## src/rtl/vdma_axi_pkg.sv

```systemverilog
// Shared AXI constants and the AW-channel state encoding for the VDMA write engine.
// Build option: VDMA_4K_BOUNDARY_EN enables 4KB boundary splitting.
package vdma_axi_pkg;

    localparam logic [1:0] AXI_BURST_INCR = 2'b01;
    localparam logic [1:0] AXI_RESP_OKAY  = 2'b00;
    localparam int unsigned AXI_4KB       = 4096;

    typedef enum logic [1:0] {
        AW_IDLE,
        AW_CALC,
        AW_ADDR,
        AW_WAIT
    } aw_state_t;

endpackage

```

## src/rtl/vdma_len_fifo.sv

```systemverilog
// Burst-length FIFO between the AW issue side and the W data side.
module vdma_len_fifo #(
    parameter int DEPTH = 4
) (
    input  logic       clk,
    input  logic       rst_n,
    input  logic       push,
    input  logic [8:0] push_len,
    input  logic       pop,
    output logic [8:0] pop_len,
    output logic       full,
    output logic       empty
);

    localparam int PW = (DEPTH > 1) ? $clog2(DEPTH) : 1;
    localparam int CW = $clog2(DEPTH) + 1;

    logic [8:0]    mem [DEPTH];
    logic [PW-1:0] wr_ptr;
    logic [PW-1:0] rd_ptr;
    logic [CW-1:0] count;
    logic          do_push;
    logic          do_pop;

    function automatic logic [PW-1:0] bump(input logic [PW-1:0] p);
        return (p == PW'(DEPTH - 1)) ? '0 : p + PW'(1);
    endfunction

    assign full    = (count == CW'(DEPTH));
    assign empty   = (count == '0);
    assign do_push = push && !full;
    assign do_pop  = pop && !empty;
    assign pop_len = mem[rd_ptr];

    always_ff @(posedge clk or negedge rst_n) begin
        if (!rst_n) begin
            wr_ptr <= '0;
            rd_ptr <= '0;
            count  <= '0;
            for (int i = 0; i < DEPTH; i++) mem[i] <= '0;
        end else begin
            if (do_push) begin
                mem[wr_ptr] <= push_len;
                wr_ptr      <= bump(wr_ptr);
            end
            if (do_pop) rd_ptr <= bump(rd_ptr);
            unique case ({do_push, do_pop})
                2'b10:   count <= count + CW'(1);
                2'b01:   count <= count - CW'(1);
                default: count <= count;
            endcase
        end
    end

endmodule

```

## src/rtl/vdma_axi_wr_engine.sv

```systemverilog
// VDMA AXI4 write master: splits a beat-count request into INCR bursts.
// Build option: VDMA_4K_BOUNDARY_EN keeps every burst inside one 4KB page.
module vdma_axi_wr_engine
    import vdma_axi_pkg::*;
#(
    parameter int M_AXI_ID_WIDTH      = 4,
    parameter int M_AXI_ID            = 0,
    parameter int M_AXI_ADDR_WIDTH    = 28,
    parameter int M_AXI_DATA_WIDTH    = 256,
    parameter int M_AXI_MAX_BURST_LEN = 16,
    parameter int MAX_OUTSTANDING     = 4
) (
    input  logic                          M_AXI_ACLK,
    input  logic                          M_AXI_ARESETN,
    input  logic [M_AXI_ADDR_WIDTH-1:0]   req_addr,
    input  logic [15:0]                   req_size,
    input  logic                          req_valid,
    output logic                          req_ready,
    input  logic [M_AXI_DATA_WIDTH-1:0]   src_data,
    input  logic                          src_avail,
    output logic                          src_pop,
    output logic                          done,
    output logic                          err,
    input  logic                          err_clr,
    output logic [M_AXI_ID_WIDTH-1:0]     M_AXI_AWID,
    output logic [M_AXI_ADDR_WIDTH-1:0]   M_AXI_AWADDR,
    output logic [7:0]                    M_AXI_AWLEN,
    output logic [2:0]                    M_AXI_AWSIZE,
    output logic [1:0]                    M_AXI_AWBURST,
    output logic                          M_AXI_AWVALID,
    input  logic                          M_AXI_AWREADY,
    output logic [M_AXI_DATA_WIDTH-1:0]   M_AXI_WDATA,
    output logic [M_AXI_DATA_WIDTH/8-1:0] M_AXI_WSTRB,
    output logic                          M_AXI_WLAST,
    output logic                          M_AXI_WVALID,
    input  logic                          M_AXI_WREADY,
    input  logic [M_AXI_ID_WIDTH-1:0]     M_AXI_BID,
    input  logic [1:0]                    M_AXI_BRESP,
    input  logic                          M_AXI_BVALID,
    output logic                          M_AXI_BREADY
);

    localparam int AW  = M_AXI_ADDR_WIDTH;
    localparam int SZ  = $clog2(M_AXI_DATA_WIDTH / 8);
    localparam int OCW = $clog2(MAX_OUTSTANDING) + 1;

    aw_state_t      state;
    logic [AW-1:0]  addr_q;
    logic [15:0]    left_q;
    logic [8:0]     blen_q;
    logic [8:0]     blen;
    logic [OCW-1:0] outstanding;
    logic [OCW-1:0] out_nxt;
    logic           aw_hs;
    logic           w_hs;
    logic           b_hs;
    logic           w_active;
    logic [8:0]     w_left;
    logic           fifo_pop;
    logic [8:0]     fifo_len;
    logic           fifo_full;
    logic           fifo_empty;
    logic           unused_bits;

    assign aw_hs = M_AXI_AWVALID && M_AXI_AWREADY;
    assign w_hs  = M_AXI_WVALID && M_AXI_WREADY;
    assign b_hs  = M_AXI_BVALID && M_AXI_BREADY;

    assign M_AXI_AWID    = M_AXI_ID_WIDTH'(M_AXI_ID);
    assign M_AXI_AWSIZE  = 3'(SZ);
    assign M_AXI_AWBURST = AXI_BURST_INCR;
    assign M_AXI_WDATA   = src_data;
    assign M_AXI_WSTRB   = '1;
    assign M_AXI_WVALID  = w_active && src_avail;
    assign M_AXI_WLAST   = w_active && (w_left == 9'd1);
    assign src_pop       = w_hs;
    assign unused_bits   = ^{M_AXI_BID, fifo_full};

    always_comb begin
        out_nxt = outstanding;
        if (aw_hs && !b_hs) out_nxt = outstanding + OCW'(1);
        else if (!aw_hs && b_hs) out_nxt = outstanding - OCW'(1);
    end

    always_comb begin
        blen = (left_q > 16'(M_AXI_MAX_BURST_LEN)) ?
               9'(M_AXI_MAX_BURST_LEN) : left_q[8:0];
`ifdef VDMA_4K_BOUNDARY_EN
        begin
            logic [12:0] to_4k;
            to_4k = 13'(AXI_4KB) - {1'b0, addr_q[11:0]};
            if ((to_4k >> SZ) < 13'(blen)) blen = 9'(to_4k >> SZ);
        end
`endif
    end

    always_ff @(posedge M_AXI_ACLK or negedge M_AXI_ARESETN) begin
        if (!M_AXI_ARESETN) begin
            state         <= AW_IDLE;
            req_ready     <= 1'b0;
            M_AXI_BREADY  <= 1'b0;
            M_AXI_AWVALID <= 1'b0;
            M_AXI_AWADDR  <= '0;
            M_AXI_AWLEN   <= '0;
            addr_q        <= '0;
            left_q        <= '0;
            blen_q        <= '0;
            outstanding   <= '0;
            done          <= 1'b0;
            err           <= 1'b0;
        end else begin
            M_AXI_BREADY <= 1'b1;
            outstanding  <= out_nxt;
            done         <= 1'b0;
            // a new error wins over a same-cycle clear
            if (b_hs && M_AXI_BRESP != AXI_RESP_OKAY) err <= 1'b1;
            else if (err_clr) err <= 1'b0;
            unique case (state)
                AW_IDLE: begin
                    req_ready <= 1'b1;
                    if (req_valid && req_ready) begin
                        addr_q <= req_addr;
                        left_q <= req_size;
                        if (req_size == 16'd0) begin
                            done <= 1'b1;
                        end else begin
                            req_ready <= 1'b0;
                            state     <= AW_CALC;
                        end
                    end
                end
                AW_CALC: begin
                    if (outstanding != OCW'(MAX_OUTSTANDING)) begin
                        blen_q        <= blen;
                        M_AXI_AWADDR  <= addr_q;
                        M_AXI_AWLEN   <= 8'(blen - 9'd1);
                        M_AXI_AWVALID <= 1'b1;
                        state         <= AW_ADDR;
                    end
                end
                AW_ADDR: begin
                    if (aw_hs) begin
                        M_AXI_AWVALID <= 1'b0;
                        addr_q <= addr_q + (AW'(blen_q) << SZ);
                        left_q <= left_q - 16'(blen_q);
                        state  <= (left_q == 16'(blen_q)) ? AW_WAIT : AW_CALC;
                    end
                end
                AW_WAIT: begin
                    if (out_nxt == '0) begin
                        done      <= 1'b1;
                        req_ready <= 1'b1;
                        state     <= AW_IDLE;
                    end
                end
                default: state <= AW_IDLE;
            endcase
        end
    end

    assign fifo_pop = !w_active && !fifo_empty;

    always_ff @(posedge M_AXI_ACLK or negedge M_AXI_ARESETN) begin
        if (!M_AXI_ARESETN) begin
            w_active <= 1'b0;
            w_left   <= '0;
        end else if (!w_active) begin
            if (!fifo_empty) begin
                w_active <= 1'b1;
                w_left   <= fifo_len;
            end
        end else if (w_hs) begin
            w_left <= w_left - 9'd1;
            if (w_left == 9'd1) w_active <= 1'b0;
        end
    end

    vdma_len_fifo #(
        .DEPTH (MAX_OUTSTANDING)
    ) u_len_fifo (
        .clk      (M_AXI_ACLK),
        .rst_n    (M_AXI_ARESETN),
        .push     (aw_hs),
        .push_len (blen_q),
        .pop      (fifo_pop),
        .pop_len  (fifo_len),
        .full     (fifo_full),
        .empty    (fifo_empty)
    );

endmodule

```

## config.mk

```make
export PLATFORM = sky130hd
export DESIGN_NAME = vdma_axi_wr_engine
export DESIGN_NICKNAME = d
export VERILOG_FILES = /design/src/rtl/vdma_axi_pkg.sv /design/src/rtl/vdma_len_fifo.sv /design/src/rtl/vdma_axi_wr_engine.sv
export SDC_FILE = /design/constraint.sdc
export NUM_CORES = 1
export LEC_CHECK = 0
export BUFFER_PORTS_ARGS = -buffer_cell sky130_fd_sc_hd__buf_4
export CAP_MARGIN = 20
export CORE_AREA = 2 2 253 255
export DETAILED_ROUTE_END_ITERATION = 16
export DIE_AREA = 0 0 255 257
export GPL_TIMING_DRIVEN = 0
export PLACE_DENSITY_LB_ADDON = 0.2
export SYNTH_ARGS = -nofsm -noshare
export SYNTH_HDL_FRONTEND = slang
export SYNTH_SLANG_ARGS = --single-unit
```

## constraint.sdc

```tcl
create_clock -name M_AXI_ACLK -period 2.25 [get_ports M_AXI_ACLK]
set_input_delay 0 -clock M_AXI_ACLK [delete_from_list [all_inputs] [get_ports M_AXI_ACLK]]
set_output_delay 0 -clock M_AXI_ACLK [all_outputs]
set_load 0.02 [all_outputs]
```

# Word-level counts from Yosys, hierarchy flattened
# Index checks and enable logic that the tools add are counted.
# totals
regBits,152
in_bits,314
# op_classes
add_sub_neg,10
order_cmp,4
eq_ne,18
mux,44
n_bitwise,2
reduce_logical,34
# op_table
cell,count
$mux W9,7
$mux W28,2
$pmux W28 S2,1
$bwmux W36,1
$mux W16,2
$pmux W16 S2,1
$add A28 B14 Y28,1
$bmux W9 S2,1
$demux W9 S2,1
$eq A16 B9 Y1,1
$gt A16 B5 Y1 const B,1
$logic_not A16 Y1,1
$mux W2,8
$sub A16 B9 Y16,1
$ne A2 B2 Y1 const B,7
$logic_and A1 B1 Y1,13
$mux W1,13
$reduce_bool A2 Y1,6
$eq A2 B2 Y1 const B,5
$eq A9 B1 Y1 const B,1
$sub A9 B1 Y9 const B,1
$pmux W2 S4,1
$sub A8 B1 Y8 const B,1
$add A3 B1 Y3 const B,2
17 further kinds,33

# Depth between registers and ports, before layout
# logic_depth
word_depth,8
ltp_mapped,9
depth_no_buf,9

# Hierarchy
# A second synthesis with hierarchy kept.
# unflattened
hier_cells,1138
area_unflattened_um2,10294.9
# modules_own_cells
mod,instances,cells_each,area_each_um2,seq_area_each_um2
vdma_axi_wr_engine,1,1012,8321.7,2727.6
vdma_len_fifo,1,126,1973.1,1076.0

# Worst setup path before layout
# No wires, ideal clock.
# synth_path
path_kind,reg2reg
from,reg blen_q[0]
to,reg addr_q[13]
setup_time_ps,133
arrival_ps,2257
slack_ps,-140
stages_incl_launch_ff,9
period_less_slack_ps,2390
path_cell_list,dfrtp_1 > ha_1 > fa_1 > a211oi_1 > o21bai_1 > a2111oi_2 > o21bai_1 > a311oi_1 > a21oi_1
# synth_between
elab_chain_len,3
# synth_rtl
item,line,rtl
start: declaration,vdma_axi_wr_engine.sv:50,logic [8:0] blen_q;
start signal: assignment,vdma_axi_wr_engine.sv:134,blen_q <= blen;
$add A28 B14 Y28,vdma_axi_wr_engine.sv:144,addr_q <= addr_q + (AW'(blen_q) << SZ);
$mux W28,vdma_axi_wr_engine.sv:142,if (aw_hs) begin
$pmux W28 S2,vdma_axi_wr_engine.sv:118,unique case (state)
end signal: assignment,vdma_axi_wr_engine.sv:122,addr_q <= req_addr;
end signal: assignment,vdma_axi_wr_engine.sv:144,
end: declaration,vdma_axi_wr_engine.sv:48,logic [AW-1:0] addr_q;
# Every way passes these cells. The select of a mux whose other input is x is not followed.
# A chain may end at the register's enable or synchronous reset.

# Final worst setup path
# Ends and elaborated chain as after synthesis.

==> run metrics <==
leak pwr=7.712 nW; pwr dens=986.8 nW/um2; hold crit path type=primary input to asynchronous set/reset pin; status=finished with violations; Syn Inst Count=1166; commonest non-fill, non-tap cell in the layout=buf_4; CTS sink cnt=152; layout cell share with drive strength beyond 1=48.07%; failing checks=negative setup slack; row cnt=between 90 and 100; Starting DRT DRC Count=428; CP max stage delay=0.45 ns; RSZ-0062 raised after global routing=yes; number of synthesized flops with an enable pin=0; P&R area growth vs syn=52.67%; cell count after placement=2406; Detailed Routing Iterations Pass 1=5; Worst path slowest cell=dfrtp_2; routability cong.=approximately 0.8; Synth area leader=dfrtp_1; Worst-path clk slew=0.08 ns; setup ws final=-0.1573 ns; P_int=0.008532 W; vias in the first global route=between 9k and 10k; mapped cell area=10300 um2; critical path cell sequence=ha_4 -> fa_2 -> a211oi_2 -> o21bai_2 -> a2111oi_2 -> o21bai_1 -> a311oi_1 -> a21oi_1; Via density=3.760; final routed wire length divided by cell count=15.40 um; gr usage total=11.14%; Die Width=255 um; largest net degree at the start of global routing=109; final period utilization=107.0%; register area share after synthesis=36.93%; ys async rst share=100.0%; final hold vios=0; die area=approximately 66000 um2; DRC=0; worst skew pair latency=between 0.4 and 0.5 ns; crit-path max FO=3; Core Footprint=62740 um2; worst endpoint required time=2.59 ns; DP HPWL=slightly above 30 mm; post-synth top area share=36.93%; Worst slew margin=53.93%; Switching Power=0.006982 W; placed cell areas=14200 um2; CTS tree=done; total CTS buffers=17; ys flop type=dfrtp_1; IO buf count=353; Seq cells post-synth=between 150 and 200; Clock Power Share=a little under a fifth; GRT overflow=0; via count=9420; Total Wirelength=38.59 mm; initial antenna violation count=0; Ys Warns=0; first-pass GRT wire length=between 50 and 60 mm; Final Slew Violations=0; Tmin final=2.407 ns; worst clock skew=0.01283 ns; Worst setup EP type=flip-flop; clk buf depth=2; Post-Syn Area per Cell=8.832 um2; H-tree depth=4; Gate power share=between 50 and 60%; CTS root buf=clkbuf_16; Ports=approximately 660; CP arrival=2.75 ns; Starting Density=16.42%; actual slew at the worst max-slew pin=~0.69 ns; max_cap viols=0; Die Y-Extent=257 um; WS Path Type=flip-flop to flip-flop; CP startpoint kind=flip-flop; Layout Nets=around 2.0k; Final ANT Viol Nets=0; Layout Cells excl Fill=between 2k and 3k; Peak VDD IR=0.5875 mV; commonest non-fill, non-tap cells in the layout=663 x buf_4, 194 x nand2_1, 148 x dfrtp_1; final instance area=15720 um2; Sw Ratio=45.01%; Cell variety after synth=70; sequential power share=29.4%; count of final setup violators=11; Synth area leaders=dfrtp_1 37%, buf_4 22%, nand2_1 7.1%; Achievable Freq=415.4 MHz
[cell type report]
class                   instances  area [um2]
flip-flops and latches        152        3809
well taps                     846        1059
inverters                      31       116.4
repair buffers                423        3349
fillers                      6862       47010
diodes                          1       2.502
clock inverters                15       156.4
plain buffers                 331        2401
clock buffers                  17       425.4
multi-input cells             689        4404
[flip-flops by register name, indices dropped and copies added (netlist names), 3 cells and up]
name              count
addr_q               28
blen_q                9
outstanding           3
u_len_fifo.mem       36
M_AXI_AWLEN           8
M_AXI_AWADDR         28
w_left                9
u_len_fifo.count      3
left_q               16
[final timing paths]
kind	from	endpoint	slack [ns]	cells past startpoint
max	blen_q[0]	addr_q[13]	-0.16	8
max in group asynchronous	M_AXI_ARESETN	err	1.26	3
min	M_AXI_ARESETN	M_AXI_AWADDR[0]	0.04	2
min in group M_AXI_ACLK	src_avail	w_active	0.19	3
max reg2reg	blen_q[0]	addr_q[13]	-0.16	8
min reg2reg	addr_q[4]	M_AXI_AWADDR[4]	0.47	2
[power groups by stage]
| stage | Clock, W | Combinational [W] | Sequential (W) |
|---|---|---|---|
| floorplan | 0 | 0.00467 | 0.00465 |
| global placement | 0 | 0.00748 | 0.00456 |
| detailed placement | 0 | 0.00754 | 0.00457 |
| CTS | 0.00309 | 0.00790 | 0.00454 |
| global route | 0.00319 | 0.00881 | 0.00472 |
| finish | 0.00298 | 0.00797 | 0.00457 |
[routing by layer]
| metal | vias up | GRT usage (%) | wire [um] |
|---|---|---|---|
| li1 | 4582 | - | - |
| met1 | 4509 | 13.83 | 16250 |
| met2 | 306 | 19.59 | 19700 |
| met3 | 23 | 2.134 | 2172 |
| met4 | 0 | 2.875 | 467 |
| met5 | - | 0 | 0 |
[synth_stat cells, drive strengths merged (3+ instances only)]
library cell	count
buf	307
nand2	195
dfrtp	152
o21ai	84
a21oi	50
nor2	47
ha	35
inv	31
clkbuf	27
mux2i	24
nand3	24
o22ai	20
nor3	16
nor4	11
a211oi	10
a21o	9
and3	9
mux4	9
xnor2	9
a22oi	6
nand2b	6
nand4	6
o21a	5
or2	5
mux2	4
nor2b	4
nor3b	4
o211ai	4
or3	4
xor2	4
and2	3
fa	3
nor4b	3
o32ai	3
[cells by family (layout without fill, tap and decap cells)]
group	count (synthesis)	count (layout)	share of synthesized area (%)
buffers and inverters	365	817	24.23
and+or+nand+nor	344	344	15.07
AOI/OAI and AO/OA	215	215	13.02
DFF	152	152	36.93
adders and majority gates	38	38	4.835
muxes	37	37	4.738
xor gates and xnor gates	13	13	1.106
other	2	43	0.07292
[metrics by stage]
| stage | hold slack (ns) | utilization (%) | power [W] | worst slack, ns | TNS, ns |
|---|---|---|---|---|---|
| 6_report | 0.04102 | 25.06 | 0.01551 | -0.1573 | -0.8807 |
| 3_5_place_dp | -0.06052 | 22.64 | 0.01211 | -0.4716 | -10.95 |
| 5_1_grt | 0.06648 | 25.06 | 0.01672 | -0.2491 | -2.220 |
| 3_3_place_gp | 0.1977 | 22.58 | 0.01204 | -0.4191 | -11.50 |
| 2_1_floorplan | -0.2956 | - | 0.009318 | -0.009280 | -0.009280 |
| 4_1_cts | 0.02313 | 24.76 | 0.01553 | -0.1139 | -0.5060 |
[worst max-delay path: cells and delay by family (launching register included)]
kind	cells	cell delay, ns
AO/OA/AOI/OAI	6	1.30
adder cells (fa/ha/maj)	2	0.54
flip-flops	1	0.45
[what timing repair did]
| action | CTS | global route |
|---|---|---|
| gates resized for setup | 47 | 46 |
| setup endpoints to repair | 65 | 83 |
| pin swaps | 14 | 16 |
| hold endpoints to repair | 200 | 0 |
| setup buffers | 13 | 6 |
| hold buffers | 51 | 0 |
(Power assumes the default switching activity.)
